$ cat src/rtl/chunked_add_sequencer_if.sv
// chunked_add_sequencer_if: request, datapath and result signals of the chunked add sequencer
interface chunked_add_sequencer_if #(parameter int WIDTH = 64, parameter int CHUNK = 16);
  logic in_valid, in_ready, in_cin, in_sub;
  logic [WIDTH-1:0] in_a, in_b;
  logic [CHUNK-1:0] dp_a, dp_b, dp_sum;
  logic dp_cn, dp_cout;
  logic out_valid, out_ready, out_cout, out_ovf;
  logic [WIDTH-1:0] out_sum;
  modport master (
    output in_valid, in_a, in_b, in_cin, in_sub, out_ready, dp_sum, dp_cout,
    input  in_ready, dp_a, dp_b, dp_cn, out_valid, out_sum, out_cout, out_ovf
  );
  modport slave (
    input  in_valid, in_a, in_b, in_cin, in_sub, out_ready, dp_sum, dp_cout,
    output in_ready, dp_a, dp_b, dp_cn, out_valid, out_sum, out_cout, out_ovf
  );
endinterface

$ cat src/rtl/chunked_add_sequencer.sv
// chunked_add_sequencer: WIDTH-bit add/subtract sequenced LS chunk first over an external CHUNK-bit adder
module chunked_add_sequencer #(
  parameter int WIDTH = 64,
  parameter int CHUNK = 16
) (
  input logic clk,
  input logic rst,
  chunked_add_sequencer_if.slave bus
);
  localparam int NCH = WIDTH / CHUNK;
  localparam int IW = NCH > 1 ? $clog2(NCH) : 1;
  typedef enum logic [1:0] {IDLE, RUN, HOLD} state_t;
  state_t state, state_nxt;
  logic [IW-1:0] idx;
  logic carry, run, last, accept;
  logic [WIDTH-1:0] a_r, b_r;
  // B is stored already inverted for subtract, so the datapath only ever adds
  always_comb begin
    run = state == RUN;
    last = idx == IW'(NCH - 1);
    accept = state == IDLE && bus.in_valid;
    state_nxt = state == IDLE ? (bus.in_valid ? RUN : IDLE) :
                state == RUN  ? (last ? HOLD : RUN) :
                                (bus.out_ready ? IDLE : HOLD);
    bus.in_ready = state == IDLE;
    bus.out_valid = state == HOLD;
    bus.dp_a = run ? a_r[idx*CHUNK +: CHUNK] : '0;
    bus.dp_b = run ? b_r[idx*CHUNK +: CHUNK] : '0;
    bus.dp_cn = run & carry;
  end
  always_ff @(posedge clk) begin
    if (rst) begin
      state <= IDLE;
      idx <= '0;
      carry <= 1'b0;
      bus.out_sum <= '0;
      bus.out_cout <= 1'b0;
      bus.out_ovf <= 1'b0;
    end else begin
      state <= state_nxt;
      if (accept) begin
        a_r <= bus.in_a;
        b_r <= bus.in_b ^ {WIDTH{bus.in_sub}};
        carry <= bus.in_cin ^ bus.in_sub;
        idx <= '0;
      end
      if (run) begin
        bus.out_sum[idx*CHUNK +: CHUNK] <= bus.dp_sum;
        carry <= bus.dp_cout;
        idx <= idx + 1'b1;
        if (last) begin
          bus.out_cout <= bus.dp_cout;
          bus.out_ovf <= (bus.dp_a[CHUNK-1] == bus.dp_b[CHUNK-1]) && (bus.dp_sum[CHUNK-1] != bus.dp_a[CHUNK-1]);
        end
      end
    end
  end
endmodule

$ cat src/flat_wrapper.sv
// flat-port wrapper written by rule: the top's interface ports become plain ports
module chunked_add_sequencer_flat 
#(
  parameter int WIDTH = 64,
  parameter int CHUNK = 16
)
  (clk, rst, bus_in_valid, bus_in_a, bus_in_b, bus_in_cin, bus_in_sub, bus_out_ready, bus_dp_sum, bus_dp_cout, bus_in_ready, bus_dp_a, bus_dp_b, bus_dp_cn, bus_out_valid, bus_out_sum, bus_out_cout, bus_out_ovf);
  chunked_add_sequencer_if #(.WIDTH(WIDTH), .CHUNK(CHUNK)) bus_i ();
  input logic clk;
  input logic rst;
  input wire logic [$bits(bus_i.in_valid)-1:0] bus_in_valid;
  input wire logic [$bits(bus_i.in_a)-1:0] bus_in_a;
  input wire logic [$bits(bus_i.in_b)-1:0] bus_in_b;
  input wire logic [$bits(bus_i.in_cin)-1:0] bus_in_cin;
  input wire logic [$bits(bus_i.in_sub)-1:0] bus_in_sub;
  input wire logic [$bits(bus_i.out_ready)-1:0] bus_out_ready;
  input wire logic [$bits(bus_i.dp_sum)-1:0] bus_dp_sum;
  input wire logic [$bits(bus_i.dp_cout)-1:0] bus_dp_cout;
  output wire logic [$bits(bus_i.in_ready)-1:0] bus_in_ready;
  output wire logic [$bits(bus_i.dp_a)-1:0] bus_dp_a;
  output wire logic [$bits(bus_i.dp_b)-1:0] bus_dp_b;
  output wire logic [$bits(bus_i.dp_cn)-1:0] bus_dp_cn;
  output wire logic [$bits(bus_i.out_valid)-1:0] bus_out_valid;
  output wire logic [$bits(bus_i.out_sum)-1:0] bus_out_sum;
  output wire logic [$bits(bus_i.out_cout)-1:0] bus_out_cout;
  output wire logic [$bits(bus_i.out_ovf)-1:0] bus_out_ovf;
  assign bus_i.in_valid = bus_in_valid;
  assign bus_i.in_a = bus_in_a;
  assign bus_i.in_b = bus_in_b;
  assign bus_i.in_cin = bus_in_cin;
  assign bus_i.in_sub = bus_in_sub;
  assign bus_i.out_ready = bus_out_ready;
  assign bus_i.dp_sum = bus_dp_sum;
  assign bus_i.dp_cout = bus_dp_cout;
  assign bus_in_ready = bus_i.in_ready;
  assign bus_dp_a = bus_i.dp_a;
  assign bus_dp_b = bus_i.dp_b;
  assign bus_dp_cn = bus_i.dp_cn;
  assign bus_out_valid = bus_i.out_valid;
  assign bus_out_sum = bus_i.out_sum;
  assign bus_out_cout = bus_i.out_cout;
  assign bus_out_ovf = bus_i.out_ovf;
  chunked_add_sequencer #(.WIDTH(WIDTH), .CHUNK(CHUNK)) u_core (.clk(clk), .rst(rst), .bus(bus_i));
endmodule
$ cat config.mk
export PLATFORM = sky130hd
export DESIGN_NAME = chunked_add_sequencer_flat
export DESIGN_NICKNAME = d
export VERILOG_FILES = /design/src/rtl/chunked_add_sequencer_if.sv /design/src/rtl/chunked_add_sequencer.sv /design/src/flat_wrapper.sv
export SDC_FILE = /design/constraint.sdc
export NUM_CORES = 1
export LEC_CHECK = 0
export CORE_ASPECT_RATIO = 1.5
export CORE_MARGIN = 2
export CORE_UTILIZATION = 30
export CTS_CLUSTER_SIZE = 8
export DETAILED_ROUTE_END_ITERATION = 8
export PLACE_DENSITY = 0.58
export REMOVE_ABC_BUFFERS = 1
export SETUP_SLACK_MARGIN = 0.1
export SYNTH_ARGS = -nofsm -noshare
export SYNTH_HDL_FRONTEND = slang
export SYNTH_SLANG_ARGS = --single-unit
$ cat constraint.sdc
create_clock -name clk -period 29.7 [get_ports clk]
set_input_delay 4.455 -clock clk [delete_from_list [all_inputs] [get_ports clk]]
set_output_delay 4.455 -clock clk [all_outputs]
set_load 0.01 [all_outputs]
==> out/summary.txt <==
post_cts resized: 0
GP Congestion: 0.7095
global route total overflow: 0
routed vias/inst: 4.642
Crit path max-delay family: buffers and inverters
share of cells above drive strength 1: 10.11%
fin area: 0.01154 mm2
FMAX: 0.1347 GHz
Max stage delay on crit path: 0.74 ns
initial antenna violation count: 4
r2r startpoint: u_core.idx[0]
Finished Core Util: 43.40%
Die Y: 205.5 um
initial drt markers: 338
CTS tree: yes
Die Footprint: 0.02842 mm2
largest fanout on the critical path: 25
row count: 73
Hold Crit Start: u_core.carry
Slew @ Worst Pin: 1.062 ns
Vias: 5241
Distinct cells, synth: 33
CTS Buffer Depth: 2
worst hold-check path type: flop to flop
WL final: 20040 um
residual DRC count: 0
PnR worst setup slack: 22.28 ns
Area growth, synth to finish: 42.11%
filler cell count: 2454
first-pass GRT wire length: 30700 um
Critical Path End Type: output pin
vias in the first global route: 5454
#FFs+latches synth: 199
most common cell after layout, fill and taps aside: clkdlybuf4s50_1
r2r setup slk: 26.30 ns
CTS Hold Bufs: 0
element type at the critical path start: flop
chip width: 138.3 um
RSZ-0062 raised after global routing: false
min Tclk post-route: 7.423 ns
Post-DP Area: 0.01088 mm2
dpl ws: 22.60 ns
placed cell count: 1096
1st-pass router iterations: 5
largest net degree at the start of global routing: 73
Max Transition Viols Final: 0
slowest CP cell: dfxtp_2
R2R Path End: u_core.bus.out_sum[33]
Synth Area per Inst: 14.98 um2
WS Path Type: flop to output pin
Routed Antenna Nets: 0
Total GRT Usage: 14.16%
core area: 0.02658 mm2
Port Buffers: 251
Arr. time, crit path: 2.97 ns
DP Wirelength: 13830 um
Avg WL per Cell: 17.75 um
Final Hold Vio Count: 0
P_leak: 3.987 nW
final setup vio count: 0
Hold Path Stages: 2
peak supply drop: 0.03747 mV
max-cap violations: 0
period utilization: 24.99%
CTS Buf Count: 17
R2R cell count: 7
highest-count cells in the layout ignoring fill and taps: clkdlybuf4s50_1 (249), edfxtp_1 (128), nor2_1 (70)
Post-Syn Area: 0.008118 mm2
status: completed
Root Driver: clkbuf_16
Hold Path End: u_core.carry
Setup TNS: 0 ns
post-synthesis sequential area ratio: 64.86%
WP buf/inv: 2
Pwr Total: 628.6 uW
Worst EP required: 25.24 ns
Post-Layout Cell Count: 1129
Clock transition at path regs: 0.07 ns
Cells after Synth: 542
post-CTS setup buffer count: 0
Hold Worst Slack: 0.4748 ns
latest clock arrival within the worst-skew pair: 0.43 ns
Initial Utilization: 30.54%
synth warn: 0
# H-tree levels: 4
nets: 934
Worst Clk Skew: 0.008639 ns
CP Cell Sequence: buf_4, mux4_2, and2_1, clkdlybuf4s50_1
# clock sinks: 199
worst-case headroom to the max-slew limit: 28.66%
io pins: 252
Cell Pwr Density: 54.49 mW/mm2
-- cell type report --
cell class | instances | area [um2] | area share [%]
Sequential cell | 199 | 5268 | 45.66
Multi-Input combinational cell | 302 | 2645 | 22.93
Timing Repair Buffer | 255 | 2535 | 21.97
Clock buffer | 26 | 585.6 | 5.076
Tap cell | 337 | 421.7 | 3.655
Clock inverter | 6 | 67.56 | 0.5857
Inverter | 3 | 11.26 | 0.09761
Antenna cell | 1 | 2.502 | 0.02169
-- worst max-delay path by stage --
stage | startpoint | end | slack [ns] | cells past startpoint
floorplan | bus_in_valid | u_core.a_r[0] | 15.76 | 2
global placement | rst | u_core.a_r[19] | 22.61 | 5
detailed placement | bus_in_valid | u_core.a_r[19] | 22.60 | 5
CTS | u_core.idx[0] | bus_dp_a[11] | 22.10 | 4
global route | u_core.idx[0] | bus_dp_a[14] | 22.04 | 4
finish | u_core.idx[0] | bus_dp_a[11] | 22.28 | 4
-- sequential cells by signal, indices dropped and copies added, names as in the netlist --
register / count
u_core.a_r: 64
u_core.b_r: 64
u_core.bus.out_sum: 64
u_core.idx: 2
u_core.state: 2
u_core.bus.out_cout: 1
u_core.bus.out_ovf: 1
u_core.carry: 1
-- routing by layer --
layer	part of all wire, %	wire length, um	vias to the layer above	track usage, %
li1	-	-	2470	-
met4	1.1	213	6	3.972
met2	53	10660	184	25.87
met3	6.5	1306	22	4.585
met5	0.19	38	-	0
met1	39	7826	2559	15.80
-- worst register-to-register path, stage by stage, from the launching register on --
cell,delay (ns)
dfxtp_2,0.74
buf_4,0.54
inv_1,0.20
ha_1,0.49
nand2b_1,0.21
nor4_4,0.83
a22oi_1,0.15
nor2_1,0.16
-- cells by family after synthesis --
family                     count (synthesis)  synth area share, %
DFF                                      199                64.86
and+or+nand+nor                          128                9.032
AOI/OAI and AO/OA                         71                6.473
xor gates and xnor gates                  65                7.013
buffers and inverters                     41                2.713
muxes                                     33                9.140
adders and majority gates                  5               0.7707
-- synth_stat cells (all sizes together) --
library cell | count | share of area (%)
mux4 | 32 | 9.0
nor3 | 7 | 0.76
nor2b | 2 | 0.15
ha | 5 | 0.77
nand2 | 2 | 0.093
a32oi | 2 | 0.22
and3 | 1 | 0.077
dfxtp | 71 | 18
nor4b | 1 | 0.29
nand3b | 4 | 0.88
mux2i | 1 | 0.12
and2 | 33 | 2.5
o21bai | 1 | 0.093
nor4 | 2 | 0.52
xnor2 | 1 | 0.11
buf | 20 | 1.7
o21ai | 1 | 0.062
a21oi | 3 | 0.18
edfxtp | 128 | 47
a211oi | 1 | 0.093
clkbuf | 18 | 0.83
nor2 | 70 | 3.2
nand2b | 5 | 0.39
xor2 | 64 | 6.9
or2b | 1 | 0.093
a22oi | 63 | 5.8
inv | 3 | 0.14
-- power breakdown --
group	leakage [nW]	internal (mW)	total, mW	switching, mW
Combinational	1.90	0.0404	0.0698	0.0294
Clock	0.323	0.146	0.246	0.100
Sequential	1.76	0.307	0.313	0.00519
Note: power is estimated with default switching activity, not from simulation.
